### src/rtl/i2c_master_arbiter.sv
// Round-robin arbiter sharing one I2C master among N_REQ requesters.
// Grant is held for a full transaction: IDLE->ISSUE->WAIT_ACCEPT->WAIT_DONE->COMPLETE.
// Ports: clk, rst (async, active-low); req/req_addr/req_wdata/req_rw per requester;
//   grant/done/err per requester, rdata, busy; m_* master handshake (enable/addr/
//   data_in/rw out, ready/data_out in).
// Optional macro I2C_ARB_TIMEOUT_EN: abort-to-COMPLETE after TIMEOUT_CYC cycles
//   with err pulse and rdata=8'hFF; otherwise err is tied low.
module i2c_master_arbiter #(
  parameter int N_REQ       = 4,
  parameter int TIMEOUT_CYC = 4096
) (
  input  logic               clk,
  input  logic               rst,
  input  logic [N_REQ-1:0]   req,
  input  logic [7*N_REQ-1:0] req_addr,
  input  logic [8*N_REQ-1:0] req_wdata,
  input  logic [N_REQ-1:0]   req_rw,
  output logic [N_REQ-1:0]   grant,
  output logic [N_REQ-1:0]   done,
  output logic [7:0]         rdata,
  output logic [N_REQ-1:0]   err,
  output logic               busy,
  output logic               m_enable,
  output logic [6:0]         m_addr,
  output logic [7:0]         m_data_in,
  output logic               m_rw,
  input  logic               m_ready,
  input  logic [7:0]         m_data_out
);

  localparam int IW = $clog2(N_REQ);

  typedef enum logic [2:0] {
    S_IDLE,
    S_ISSUE,
    S_WAIT_ACCEPT,
    S_WAIT_DONE,
    S_COMPLETE
  } state_t;

  state_t        state;
  state_t        state_nxt;
  logic [IW-1:0] last_ptr;
  logic [IW-1:0] owner;
  logic [IW-1:0] pick;
  logic          found;
  logic          win;
  logic          timeout;
  logic          tmo;

  function automatic logic [IW-1:0] rr_idx(
    input logic [IW-1:0] base,
    input int            k
  );
    int j;
    j = int'(base) + k;
    if (j >= N_REQ) j = j - N_REQ;
    return IW'(j);
  endfunction

  // First requester above last_ptr, wrapping.
  always_comb begin
    found = 1'b0;
    pick  = '0;
    for (int k = 1; k <= N_REQ; k++) begin
      if (!found && req[rr_idx(last_ptr, k)]) begin
        found = 1'b1;
        pick  = rr_idx(last_ptr, k);
      end
    end
  end

  assign win = (state == S_IDLE) && found && m_ready;

  always_ff @(posedge clk or negedge rst) begin
    if (!rst) state <= S_IDLE;
    else      state <= state_nxt;
  end

  always_comb begin
    state_nxt = state;
    case (state)
      S_IDLE:        if (win) state_nxt = S_ISSUE;
      S_ISSUE:       state_nxt = S_WAIT_ACCEPT;
      S_WAIT_ACCEPT: begin
        if (timeout)       state_nxt = S_COMPLETE;
        else if (!m_ready) state_nxt = S_WAIT_DONE;
      end
      S_WAIT_DONE:   if (m_ready || timeout) state_nxt = S_COMPLETE;
      S_COMPLETE:    state_nxt = S_IDLE;
      default:       state_nxt = S_IDLE;
    endcase
  end

  always_comb begin
    grant    = '0;
    done     = '0;
    err      = '0;
    busy     = 1'b0;
    m_enable = 1'b0;
    if (state != S_IDLE) begin
      busy         = 1'b1;
      grant[owner] = 1'b1;
    end
    if (state == S_ISSUE) m_enable = 1'b1;
    if (state == S_COMPLETE) begin
      done[owner] = 1'b1;
      err[owner]  = tmo;
    end
  end

  // Request fields are frozen at the arbitration win.
  always_ff @(posedge clk or negedge rst) begin
    if (!rst) begin
      last_ptr  <= IW'(N_REQ - 1);
      owner     <= '0;
      m_addr    <= '0;
      m_data_in <= '0;
      m_rw      <= 1'b0;
      rdata     <= '0;
    end else begin
      if (win) begin
        owner     <= pick;
        m_addr    <= req_addr[7*pick +: 7];
        m_data_in <= req_wdata[8*pick +: 8];
        m_rw      <= req_rw[pick];
      end
      if (state == S_WAIT_DONE && m_ready)
        rdata <= m_rw ? m_data_out : 8'h00;
      else if (timeout)
        rdata <= 8'hFF;
      if (state == S_COMPLETE) last_ptr <= owner;
    end
  end

`ifdef I2C_ARB_TIMEOUT_EN
  localparam int CW = $clog2(TIMEOUT_CYC + 1);

  logic [CW-1:0] cnt;
  logic          waiting;

  // Counter is zero in ISSUE, so it equals cycles elapsed since ISSUE.
  // A master finishing on the limit cycle still completes normally.
  assign waiting = (state == S_WAIT_ACCEPT) ||
                   (state == S_WAIT_DONE && !m_ready);
  assign timeout = waiting && (cnt == CW'(TIMEOUT_CYC - 1));

  always_ff @(posedge clk or negedge rst) begin
    if (!rst) begin
      cnt <= '0;
      tmo <= 1'b0;
    end else begin
      if (state == S_IDLE) cnt <= '0;
      else                 cnt <= cnt + 1'b1;
      if (state == S_IDLE) tmo <= 1'b0;
      else if (timeout)    tmo <= 1'b1;
    end
  end
`else
  logic unused_tmo;

  assign timeout    = 1'b0;
  assign tmo        = 1'b0;
  assign unused_tmo = ^TIMEOUT_CYC;
`endif

endmodule

### config.mk
export PLATFORM = sky130hd
export DESIGN_NAME = i2c_master_arbiter
export DESIGN_NICKNAME = d
export VERILOG_FILES = /design/src/rtl/i2c_master_arbiter.sv
export SDC_FILE = /design/constraint.sdc
export NUM_CORES = 1
export LEC_CHECK = 0
export BUFFER_PORTS_ARGS = -buffer_cell sky130_fd_sc_hd__buf_2
export CAP_MARGIN = 20
export CORE_AREA = 2 2 72 74
export DETAILED_ROUTE_END_ITERATION = 12
export DIE_AREA = 0 0 74 76
export MAX_ROUTING_LAYER = met4
export PLACE_DENSITY = 0.85
export SKIP_CTS_REPAIR_TIMING = 1
export SLEW_MARGIN = 15
export SYNTH_ARGS = -nofsm -noshare
export SYNTH_HDL_FRONTEND = slang
export SYNTH_SLANG_ARGS = --single-unit
### constraint.sdc
create_clock -name clk -period 1.94 [get_ports clk]
set_input_delay 0 -clock clk [delete_from_list [all_inputs] [get_ports clk]]
set_output_delay 0 -clock clk [all_outputs]
set_load 0.01 [all_outputs]
Word level (Yosys, flattened, before mapping)

Index checks and enable logic that the tools add are counted.

$add $sub $neg: 8
$mul: 1
Order comparisons: 11
Equality and inequality tests: 7
Shifts and indexed selects: 2
Mux-type cells: 33
Reductions and logical operators: 13

Operators by type and width:

| kind                                                                                 | count |
|---|---|
| 32-bit by 6-bit variable part select with 8-bit output                               | 1 |
| 28-bit by 6-bit variable part select with 7-bit output                               | 1 |
| 2-bit by 3-bit less-than comparator with 1-bit output (second input constant)        | 6 |
| 2-bit two-way mux                                                                    | 8 |
| 1-bit two-way mux                                                                    | 12 |
| 3-bit case mux with 4 select lines                                                   | 1 |
| 1-bit binary-select mux with 2-bit select                                            | 5 |
| 3-bit greater-or-equal comparator (second input constant)                            | 3 |
| 3-bit two-way mux                                                                    | 3 |
| 4-bit two-way mux                                                                    | 2 |
| 8-bit two-way mux                                                                    | 1 |
| 2-bit by 1-bit subtractor with 2-bit output (second input constant)                  | 4 |
| 1-bit logical AND                                                                    | 7 |
| 2-bit by 2-bit adder with 3-bit output (second input constant)                       | 2 |
| 3-bit by 2-bit == test with 1-bit output (second input constant)                     | 2 |
| 2-bit inequality test (second input constant)                                        | 3 |
| 3-bit by 2-bit multiplier with 5-bit output (first input constant)                   | 1 |
| 2-bit by 3-bit adder with 4-bit output (second input constant)                       | 1 |
| 4-bit by 3-bit greater-or-equal comparator with 1-bit output (second input constant) | 1 |
| 2-bit by 1-bit adder with 3-bit output (second input constant)                       | 1 |
| 3-bit by 1-bit == test with 1-bit output (second input constant)                     | 1 |
| 3-bit == test (second input constant)                                                | 1 |
| 1-bit logical NOT                                                                    | 3 |
| 3-bit logical NOT                                                                    | 1 |
| 4 further kinds                                                                      | 4 |

Register bits after elaboration: 31
Bits of input ports: 79
Output and inout port bits: 38
Word-level logic and storage cells: 82

Longest topological paths before layout

Gate-level depths: netlist of run 1.

Depth after elaboration: 19
Mapped depth: 7
Gate-level depth less buffers: 5

Worst setup path before layout of run 1

OpenSTA, ideal clock, no wires.

Path kind: register to register
Start point: reg last_ptr[1]
End point: reg m_addr[1]
Library setup time: 0.133 ns
Arrival: 1.652 ns
Data required time: 1.807 ns
Slack: 0.155 ns
Cell stages (with the launch flop): 8
Path buffers: 2
Clock period less this slack: 1.785 ns
Path through: dfstp_2 -> mux2i_1 -> o22ai_1 -> o21ba_1 -> buf_2 -> buf_2 -> mux2i_1 -> o211ai_1

Longest elaborated chain between the ends: 17
Elaborated cells between the ends (all ways): 42
Classes of those cells: 8 x add/sub; 1 x mul; 4 x order compare; 1 x shift; 20 x mux; 8 x reduce/logical

Ends and longest elaborated chain:

| what                                                                                                    | RTL line | RTL |
|---|---|---|
| start: declaration                                                                                      | 43       | `logic [IW-1:0] last_ptr;` |
| start signal: assignment                                                                                | 115      | `last_ptr <= IW'(N_REQ - 1);` |
| start signal: assignment                                                                                | 132      | `if (state == S_COMPLETE) last_ptr <= owner;` |
| 2-bit by 1-bit adder with 3-bit output                                                                  | 56       | `j = int'(base) + k;` |
| 3-bit greater-or-equal comparator / 2-bit by 1-bit subtractor with 2-bit output (equally long branches) | 57       | `if (j >= N_REQ) j = j - N_REQ;` |
| 2-bit two-way mux                                                                                       | 57       |  |
| 1-bit binary-select mux with 2-bit select                                                               | 66       | `if (!found && req[rr_idx(last_ptr, k)]) begin` |
| 1-bit two-way mux (not written as such)                                                                 | 66       |  |
| 1-bit two-way mux                                                                                       | 66       |  |
| 1-bit logical NOT                                                                                       | 66       |  |
| 1-bit logical AND                                                                                       | 66       |  |
| 1-bit two-way mux                                                                                       | 66       |  |
| 1-bit logical NOT                                                                                       | 66       |  |
| 1-bit logical AND                                                                                       | 66       |  |
| 1-bit two-way mux                                                                                       | 66       |  |
| 1-bit logical NOT                                                                                       | 66       |  |
| 1-bit logical AND                                                                                       | 66       |  |
| 2-bit two-way mux / 1-bit two-way mux (equally long branches)                                           | 66       |  |
| 3-bit by 2-bit multiplier with 5-bit output / 1-bit logical AND (equally long branches)                 | 124, 73  |  |
| 28-bit by 6-bit variable part select with 7-bit output / 1-bit logical AND (equally long branches)      | 124, 73  |  |
| end signal: assignment                                                                                  | 124      | `m_addr <= req_addr[7*pick +: 7];` |
| end: declaration                                                                                        | 24       | `output logic [6:0] m_addr,` |

Several ways; a longest one is shown, not always the timed one. The select of a mux whose other input is x is not followed.
A chain may end at the register's enable or synchronous reset.

Worst setup path in the final report of run 1

Ends and elaborated chain as after synthesis.

==> impl_results.md, run 1 <==
* Vias in the first global route at 2122
* Ports at 117
* Number of setup violations in the final report at 0
* Register area share after synthesis at 37.9%
* CP startpoint kind: register
* H-tree Lvls at 2
* GRT Util Overall at 21.5%
* Via Count at 2429
* P&R area growth vs syn at 50.0%
* Layout Skew at 2.74 ps
* Minimum clock period at 1760 ps
* Worst Tran Pin Value at 704 ps
* Static leakage at 0.00150 uW
* RePlAce Congestion at 0.808
* Failing checks: negative hold slack
* Placement Rows at 26
* First-pass GRT wire length at 9440 um
* Syn Inst Count at 248
* Initial antenna violation count at 2
* Num CTS Buffers at 5
* Post-Syn Area at 2060 um^2
* RSZ-0062 raised after global routing: no
* Max clock buf depth at 2
* Crit share post-route at 90.8%
* Leading area contributor after synthesis: dfrtp_1
* Largest net degree at the start of global routing at 32
* VDD IR-drop max at 0.705 mV
* Vias/cell at 5.33
* Initial DRC Count at 207
* Post-Synth XOR/XNOR Area at 0%
* Die area at 5620 um^2
* Outcome: finished, violations left
* DRT Pass-1 Iters at 4
* Largest family of logic cells by synthesized area: simple AND/OR/NAND/NOR gates
* Critical Path RT at 2090 ps
* CTS tree: built
* Largest cells by area after synthesis: dfrtp_1 (35%), nand3_1 (13%), mux2i_1 (8.3%)
* Avg Cell Area, Syn at 8.29 um^2
* Max Freq at 568 MHz
* PortBufs at 112
* Setup total negative slack at 0 ps
* Worst-path clk slew at 70 ps
* Post-synthesis adder-cell area fraction at 0%
* DRC at 0
* Mux cell area share after synthesis at 9.37%
* Synth top area share at 35.3%
* Detailed Place HPWL at 4250 um
* Endpoint class of the critical path: register
* Simple-gate area share of the yosys netlist at 24.3%
* MaxCap Viol Count at 0
* Routed Antenna Nets at 0
* Layout cell share with drive strength beyond 1 at 36.2%
* Final Hold Viols at 7
* Fin nets at 462
* DIE HEIGHT at 76 um
* Clk Latency, worst-skew pair at 270 ps
* Hold Crit Class: in -> reg
* CORE AREA at 4910 um^2
* Crit-path max FO at 16
* #FFs+latches synth at 31
* Clock Tree Root: clkbuf_8
* Die X-Extent at 74 um
* CTS Sinks at 31
* Power Density at 1130 nW/um^2
* Cell Area, Placed at 2670 um^2
* Max-Slew Margin vs Limit at 53.1%
* Drt wl/cell at 14.9 um
* CP arrival at 1910 ps
* Compound-cell area share of the yosys netlist at 20.5%
* Commonest non-fill, non-tap cell in the layout: buf_2
* Final instance area at 3080 um^2
* Reg area at 778 um^2
* Starting Density at 41.8%
* Routed wire length at 6780 um
* Hold Slack at -26.4 ps
* Multi-input logic area at 1140 um^2
* Highest-count cells in the layout ignoring fill and taps: buf_2 (112), nand3_1 (55), dfrtp_1 (29), dlygate4sd3_1 (28), a21oi_1 (27)
* Netlist cell types at 34
* Setup CP Type: reg -> reg
* Grt ovf at 0
* Final Max Slew Viols at 0
* Yosys warnings at 0
* FILL cells at 398
## worst paths after layout
| check | start | endpoint | slack (ps) | depth (start not counted) |
|---|---|---|---|---|
| setup / recovery | last_ptr[1]$_DFFE_PN1N_ | m_addr[1]$_DFFE_PN0P_ | 180 | 6 |
| hold / removal | req_wdata[20] | m_data_in[4]$_DFFE_PN0P_ | -30 | 3 |
| setup reg to reg | last_ptr[1]$_DFFE_PN1N_ | m_addr[1]$_DFFE_PN0P_ | 180 | 6 |
| hold reg to reg | rdata[3]$_DFFE_PN0P_ | rdata[3]$_DFFE_PN0P_ | 490 | 2 |
| max in group asynchronous | rst | state[1]$_DFFE_PN0P_ | 1180 | 2 |
| min in group asynchronous | rst | rdata[2]$_DFFE_PN0P_ | 310 | 2 |
## cell usage after synthesis, drive strengths merged
| library cell | instances |
|---|---|
| nor2b | 1 |
| a21oi | 27 |
| and3 | 3 |
| nand2 | 23 |
| a21boi | 1 |
| nor3 | 4 |
| dfrtp | 29 |
| buf | 15 |
| o21ba | 1 |
| nand3 | 55 |
| nor3b | 2 |
| o22ai | 1 |
| mux2 | 2 |
| a32oi | 16 |
| o21ai | 9 |
| o211ai | 3 |
| mux2i | 17 |
| o21a | 2 |
| inv | 4 |
| a31oi | 1 |
| o21bai | 1 |
| dfstp | 2 |
| conb | 1 |
| o41a | 1 |
| clkbuf | 11 |
| nor2 | 9 |
| a21o | 1 |
| and2 | 1 |
| nand2b | 5 |
## flip-flops by register name (all words and copies together) (netlist names)
name       count
last_ptr       2
m_data_in      8
state          3
owner          2
m_addr         7
rdata          8
m_rw           1
## area by class of cell
type	count	share of cell area, %
antenna	2	0.162
clock buffer	8	3.25
inverter	4	0.487
multi-input combinational	190	37.1
sequential	31	25.2
tap	70	2.84
timing repair buffer	151	30.9
## kinds of logic (layout without fill, tap and decap cells)
logic type	after synthesis	after routing
buf+inv	30	163
mux	19	19
simple gates	103	103
compound gates	64	64
other cells	1	6
flops	31	31
## power breakdown
group	total, uW	leakage, uW	switching, uW	internal (uW)
clock	559	0.0000515	236	324
combinational	1770	0.00106	985	785
sequential	1150	0.000390	234	914
total	3480	0.00150	1450	2020
## through the flow
stage	power (uW)	cells	setup WS (ps)	util, %	hold slack (ps)
final	3480	456	178	62.8	-26.4
after global routing	3730	456	44.5	62.8	0.271
after CTS	3380	425	112	56.3	-219
after detailed placement	2810	417	116	54.3	88.8
after global placement	2740	417	216	54.3	75.0
after floorplan	2190	251	155	-	-296
## routing by layer
layer / vias to the layer above / wire [um] / global-route usage, %
li1: 1175 / - / -
met1: 1113 / 2750 / 26.2
met2: 133 / 3460 / 34.7
met3: 8 / 504 / 5.42
met4: 0 / 63 / 6.73
met5: - / 0 / -
## worst max-delay path: stages (launching register included)
cell and delay [ps]:
dfstp_2 590, mux2i_1 200, o22ai_1 100, o21ba_4 260
buf_12 170, mux2i_1 220, o211ai_1 100
(Power assumes the default switching activity.)
==> inputs of run 2 (changes only) <==
--- a/config.mk
+++ b/config.mk
@@ -12,6 +12,7 @@
 export DIE_AREA = 0 0 74 76
 export MAX_ROUTING_LAYER = met4
 export PLACE_DENSITY = 0.85
+export RECOVER_POWER = 100
 export SKIP_CTS_REPAIR_TIMING = 1
 export SLEW_MARGIN = 15
 export SYNTH_ARGS = -nofsm -noshare
==> run 2 against run 1 <==
The flow still finishes with violations (negative hold slack). Final cell count stayed put. Largest cell class unchanged. Worst setup slack better by 6.0 ps. Cell area is 1.7% lower. Non-clock buffer count stayed put. Clock skew is 0.69 ps lower. Via count is 0.49% higher. Critical endpoint unchanged. Combinational power is 5% lower.
==> impl_results.md, run 2 (same netlist as run 1, synthesis figures left out) <==
* Outcome: finished, violations left (unchanged)
* Failing checks: negative hold slack (unchanged)
* Crit-path cells: mux2i_1 > o22ai_1 > o21ba_4 > buf_12 > mux2i_1 > o211ai_1 (unchanged)
* Crit-path max FO at 16 (unchanged)
* Clock Tree Root: clkbuf_8 (unchanged)
* Top flop regs: m_data_in: 8 flops, rdata: 8 flops, m_addr: 7 flops (unchanged)
* Routed wire length at 6770 um (was 6780 um)
* Die area at 5620 um^2 (unchanged)
* DRT Pass-1 Iters at 4 (unchanged)
* Via Count at 2441 (was 2429)
* Worst Tran Pin Value at 778 ps (was 704 ps)
* Grt ovf at 0 (unchanged)
* Setup total negative slack at 0 ps (unchanged)
* Max clock buf depth at 2 (unchanged)
* Vias in the first global route at 2122 (unchanged)
* Worst path slowest cell: dfstp_2 (unchanged)
* Initial DRC Count at 188 (was 207)
* Layout Skew at 2.05 ps (was 2.74 ps)
* Endpoint class of the critical path: register (unchanged)
* Layout cell share with drive strength beyond 1 at 27.3% (was 36.2%)
* DRC at 0 (unchanged)
* P&R area growth vs syn at 47.5% (was 50.0%)
* RSZ-0062 raised after global routing: no (unchanged)
* CORE AREA at 4910 um^2 (unchanged)
* Num CTS Buffers at 5 (unchanged)
* WHS Path Cells at 3 (unchanged)
* Worst Min Path Start: req_wdata[20] (unchanged)
* Commonest non-fill, non-tap cell in the layout: buf_2 (unchanged)
* Max Freq at 570 MHz (was 568 MHz)
* PortBufs at 112 (unchanged)
* CP startpoint kind: register (unchanged)
* CTS tree: built (unchanged)
* Setup CP Type: reg -> reg (unchanged)
* Crit share post-route at 90.5% (was 90.8%)
* Buf+Inv Stages, Crit Path at 1 (unchanged)
* CP peak stage delay at 590 ps (about the same)
* H-tree Lvls at 2 (unchanged)
* Initial antenna violation count at 2 (unchanged)
* Power Density at 1120 nW/um^2 (was 1130 nW/um^2)
* Hold Slack at -28.7 ps (was -26.4 ps)
* CP arrival at 1910 ps (about the same)
* Largest net degree at the start of global routing at 32 (unchanged)
* Placement Rows at 26 (unchanged)
* Critical Path RT at 2090 ps (about the same)
* DIE HEIGHT at 76 um (unchanged)
* Top delay family on crit path: flip-flops (unchanged)
* MaxCap Viol Count at 0 (unchanged)
* Highest-count cells in the layout ignoring fill and taps: buf_2 (79), nand3_1 (55), clkbuf_1 (34), dfrtp_1 (29), dlygate4sd3_1 (28) (was buf_2 (112), nand3_1 (55), dfrtp_1 (29), dlygate4sd3_1 (28), a21oi_1 (27))
* Worst-path clk slew at 70 ps (about the same)
* Final Hold Viols at 7 (unchanged)
* Static leakage at 0.00137 uW (was 0.00150 uW)
* Hold path endpoint: m_data_in[4]$_DFFE_PN0P_ (unchanged)
* Vias/cell at 5.35 (was 5.33)
* Die X-Extent at 74 um (unchanged)
* Clk Latency, worst-skew pair at 280 ps (was 270 ps)
* Number of setup violations in the final report at 0 (unchanged)
* First-pass GRT wire length at 9440 um (unchanged)
* Cell Area, Placed at 2670 um^2 (unchanged)
* Register-to-Register Path Depth at 6 (unchanged)
* FF-to-FF End: m_addr[1]$_DFFE_PN0P_ (unchanged)
* CTS Sinks at 31 (unchanged)
* FILL cells at 425 (was 398)
* Worst R2R Start: last_ptr[1]$_DFFE_PN1N_ (unchanged)
* Final instance area at 3030 um^2 (was 3080 um^2)
* Drt wl/cell at 14.9 um (about the same)
* Fin nets at 462 (unchanged)
* RePlAce Congestion at 0.808 (unchanged)
* R2r setup slk at 180 ps (about the same)
* VDD IR-drop max at 0.693 mV (was 0.705 mV)
* Hold Crit Class: in -> reg (unchanged)
* Minimum clock period at 1760 ps (about the same)
* GRT Util Overall at 21.5% (unchanged)
* Routed Antenna Nets at 0 (unchanged)
* Max-Slew Margin vs Limit at 48.1% (was 53.1%)
* Final Max Slew Viols at 0 (unchanged)
* Starting Density at 41.8% (unchanged)
* Detailed Place HPWL at 4250 um (unchanged)
* Ports at 117 (unchanged)
* Critical path's most frequent cell: mux2i_1 (unchanged)
-- run 2: report_power, final --
group | switching, uW | total [uW] | internal (uW)
Sequential | 232 | 1150 | 915
Clock | 237 | 561 | 324
Combinational | 978 | 1680 | 703
Total | 1450 | 3390 | 1940
-- run 2: metal layers --
metal,up-vias,wire length (um),GRT usage [%]
met2,136,3410,34.7
met3,11,532,5.42
li1,1176,-,-
met5,-,0,-
met4,0,90,6.73
met1,1118,2750,26.2
-- run 2: worst max path at each step --
stage                                        from                       end  slack, ps  depth (start not counted)
after floorplan           last_ptr[1]$_DFFE_PN1N_     m_addr[1]$_DFFE_PN0P_        150                          7
after global placement    last_ptr[1]$_DFFE_PN1N_     m_addr[1]$_DFFE_PN0P_        220                          6
after detailed placement  last_ptr[1]$_DFFE_PN1N_     m_addr[1]$_DFFE_PN0P_        120                          6
after CTS                 last_ptr[1]$_DFFE_PN1N_     m_addr[1]$_DFFE_PN0P_        110                          6
after global routing      last_ptr[1]$_DFFE_PN1N_  m_data_in[1]$_DFFE_PN0P_         40                          6
final                     last_ptr[1]$_DFFE_PN1N_     m_addr[1]$_DFFE_PN0P_        180                          6
-- run 2: through the flow --
| stage | setup WS (ps) | total power [uW] | cells | hold slack [ps] | utilization, % |
|---|---|---|---|---|---|
| floorplan | 155 | 2190 | 251 | -296 | - |
| detailed placement | 116 | 2810 | 417 | 88.8 | 54.3 |
| finish | 184 | 3390 | 456 | -28.7 | 61.7 |
| global route | 44.5 | 3640 | 456 | 0.447 | 61.7 |
| CTS | 112 | 3380 | 425 | -219 | 56.3 |
| global placement | 216 | 2740 | 417 | 75.0 | 54.3 |
-- run 2: worst reg2reg max path, stage by stage, from the launching register on --
cell and delay (ps):
dfstp_2 590, mux2i_1 200, o22ai_1 100, o21ba_4 260, buf_12 170, mux2i_1 220, o211ai_1 90
-- run 2: layout make-up --
class / instances / area [um^2] / share of cell area (%)
diodes: 2 / 5.00 / 0.165
inverters: 4 / 15.0 / 0.495
clock buffers: 8 / 100 / 3.30
well taps: 70 / 87.6 / 2.89
repair buffers: 151 / 907 / 29.9
multi-input cells: 190 / 1140 / 37.6
flip-flops and latches: 31 / 778 / 25.7
==> inputs of run 3 (changes only) <==
--- a/config.mk
+++ b/config.mk
@@ -13,6 +13,7 @@
 export MAX_ROUTING_LAYER = met4
 export PLACE_DENSITY = 0.85
 export RECOVER_POWER = 100
+export REMOVE_ABC_BUFFERS = 1
 export SKIP_CTS_REPAIR_TIMING = 1
 export SLEW_MARGIN = 15
 export SYNTH_ARGS = -nofsm -noshare
==> run 3 against run 2 <==
The flow still finishes with violations (negative hold slack). Cell area is essentially flat. Core utilization is 0.051 points higher. Register-to-register slack worse by 50 ps. Sequential cell count stayed put. Sequential power about the same. Count of clock-buffer cells in the layout stayed put. Worst setup slack worse by 51 ps. Die area stayed put. Final cell count grew 0.22%. Critical path type unchanged. Critical endpoint is now m_data_in[3]$_DFFE_PN0P_.
==> impl_results.md, run 3 (same netlist as run 1, synthesis figures left out) <==
* Vias/cell at 5.29 (was 5.35)
* Max clock buf depth at 2 (unchanged)
* GRT Util Overall at 21.5% (about the same)
* PnR Total Power at 3360 uW (was 3390 uW)
* Placement Setup Slack at 126 ps (was 116 ps)
* Initial DRC Count at 162 (was 188)
* FF-to-FF End: m_data_in[3]$_DFFE_PN0P_ (was m_addr[1]$_DFFE_PN0P_)
* Final core utilization at 61.8% (was 61.7%)
* Final Max Slew Viols at 0 (unchanged)
* Die area at 5620 um^2 (unchanged)
* RSZ-0062 raised after global routing: no (unchanged)
* Worst R2R Start: last_ptr[1]$_DFFE_PN1N_ (unchanged)
* GR Util met3 at 5.03% (was 5.42%)
* Vias in the first global route at 1999 (was 2122)
* Detailed Place HPWL at 4280 um (was 4250 um)
* Largest net degree at the start of global routing at 32 (unchanged)
* Placement Rows at 26 (unchanged)
* Register-to-Register Path Depth at 6 (unchanged)
* Met1 Track Usage GR at 29.0% (was 26.2%)
* Fin nets at 465 (was 462)
* Clk Latency, worst-skew pair at 280 ps (about the same)
* CP startpoint kind: register (unchanged)
* N_diodes at 0 (was 2)
* Clock Tree Root: clkbuf_8 (unchanged)
* Fin worst setup slack at 133 ps (was 184 ps)
* Routed wire length at 6610 um (was 6770 um)
* CTS Sinks at 31 (unchanged)
* P&R area growth vs syn at 47.6% (was 47.5%)
* Worst Min Path Start: m_data_out[1] (was req_wdata[20])
* Hold path endpoint: rdata[1]$_DFFE_PN0P_ (was m_data_in[4]$_DFFE_PN0P_)
* Met2 usage at 31.9% (was 34.7%)
* Highest-count cells in the layout ignoring fill and taps: buf_2 (79), nand3_1 (55), clkbuf_1 (34), dlygate4sd3_1 (30), dfrtp_1 (29) (was buf_2 (79), nand3_1 (55), clkbuf_1 (34), dfrtp_1 (29), dlygate4sd3_1 (28))
* Initial antenna violation count at 0 (was 2)
* Num CTS Buffers at 5 (unchanged)
* Layout Skew at 6.81 ps (was 2.05 ps)
* PortBufs at 112 (unchanged)
* Hold Crit Class: in -> reg (unchanged)
* Endpoint class of the critical path: register (unchanged)
* Final Hold Viols at 7 (unchanged)
* Multi-input logic area at 1140 um^2 (unchanged)
* Top flop regs: m_data_in: 8 flops, rdata: 8 flops, m_addr: 7 flops (unchanged)
* RePlAce Congestion at 0.843 (was 0.808)
* Drt wl/cell at 14.5 um (was 14.9 um)
* Die X-Extent at 74 um (unchanged)
* Crit share post-route at 93.1% (was 90.5%)
* Routed Antenna Nets at 0 (unchanged)
* Final instance area at 3030 um^2 (about the same)
* WHS Path Cells at 3 (unchanged)
* DRT Pass-1 Iters at 5 (was 4)
* Commonest non-fill, non-tap cell in the layout: buf_2 (unchanged)
* H-tree Lvls at 2 (unchanged)
* First-pass GRT wire length at 9290 um (was 9440 um)
* Minimum clock period at 1810 ps (was 1760 ps)
* Grt ovf at 0 (unchanged)
* Reg area at 778 um^2 (unchanged)
* VDD IR-drop max at 0.506 mV (was 0.693 mV)
* Setup CP Type: reg -> reg (unchanged)
* Crit-path max FO at 31 (was 16)
* Hold Slack at -19.3 ps (was -28.7 ps)
* Power Density at 1110 nW/um^2 (was 1120 nW/um^2)
* Via Count at 2419 (was 2441)
* Cell Area, Placed at 2680 um^2 (was 2670 um^2)
* Worst-path clk slew at 60 ps (was 70 ps)
* MaxCap Viol Count at 0 (unchanged)
* Failing checks: negative hold slack (unchanged)
* Layout cell share with drive strength beyond 1 at 27.1% (was 27.3%)
* Number of setup violations in the final report at 0 (unchanged)
* Max-Slew Margin vs Limit at 46.9% (was 48.1%)
* Gr busiest metal: met2 (unchanged)
* Starting Density at 41.8% (unchanged)
* Worst Tran Pin Value at 797 ps (was 778 ps)
* FILL cells at 427 (was 425)
* CORE AREA at 4910 um^2 (unchanged)
* CTS tree: built (unchanged)
* DIE HEIGHT at 76 um (unchanged)
* R2r setup slk at 130 ps (was 180 ps)
* Max Freq at 553 MHz (was 570 MHz)
* Static leakage at 0.00138 uW (was 0.00137 uW)
* CP arrival at 1960 ps (was 1910 ps)
* Critical Path RT at 2090 ps (about the same)
* Outcome: finished, violations left (unchanged)
* Ports at 117 (unchanged)
* DRC at 0 (unchanged)
==> run 3: changes by cell type in the layout (fill, tap and decap cells not counted), sizes merged <==
cell         previous run  this run
diode                   2         0
dlygate4sd3            28        30
buf                    87        88
==> run 3: critical path, cell delays in order (launching register included) <==
cell and delay (ps):
dfstp_2 580, mux2i_1 190, o22ai_1 100, o21ba_1 270, buf_12 210, mux2i_1 210, o211ai_1 90
==> run 3: how the worst max path moves through the flow <==
stage / cells after the start / slack [ps] / end / startpoint
after floorplan: 5 / -920 / m_addr[1]$_DFFE_PN0P_ / state[2]$_DFFE_PN0P_
after global placement: 6 / 210 / m_data_in[3]$_DFFE_PN0P_ / last_ptr[1]$_DFFE_PN1N_
after detailed placement: 6 / 130 / m_addr[1]$_DFFE_PN0P_ / last_ptr[1]$_DFFE_PN1N_
after CTS: 6 / 130 / m_addr[1]$_DFFE_PN0P_ / last_ptr[1]$_DFFE_PN1N_
after global routing: 5 / 30 / m_data_in[4]$_DFFE_PN0P_ / state[2]$_DFFE_PN0P_
final: 6 / 130 / m_data_in[3]$_DFFE_PN0P_ / last_ptr[1]$_DFFE_PN1N_
==> run 3: layer usage <==
layer  part of all wire, %  routed length, um
met5                     0                  0
met4                   2.1                140
met3                   6.4                421
met1                    42               2800
met2                    49               3240
==> run 3: final cells by class <==
class | instances | area share (%)
Clock buffer | 8 | 3.30
Inverter | 4 | 0.495
Multi-Input combinational cell | 190 | 37.5
Sequential cell | 31 | 25.6
Tap cell | 70 | 2.89
Timing Repair Buffer | 154 | 30.1
==> run 3: metrics by stage <==
step                std cells  hold WS [ps]  setup TNS [ps]
finish                    457         -19.3               0
global route              457          4.38               0
CTS                       427          -209               0
detailed placement        419          99.4               0
global placement          419          84.4               0
floorplan                 225          -296          -15340
==> run 3: report_power, final <==
group | switching (uW) | leakage, uW | internal (uW) | total [uW]
registers | 244 | 0.000390 | 915 | 1160
clock network | 238 | 0.0000515 | 324 | 561
logic | 958 | 0.000938 | 687 | 1650
total | 1440 | 0.00138 | 1930 | 3360
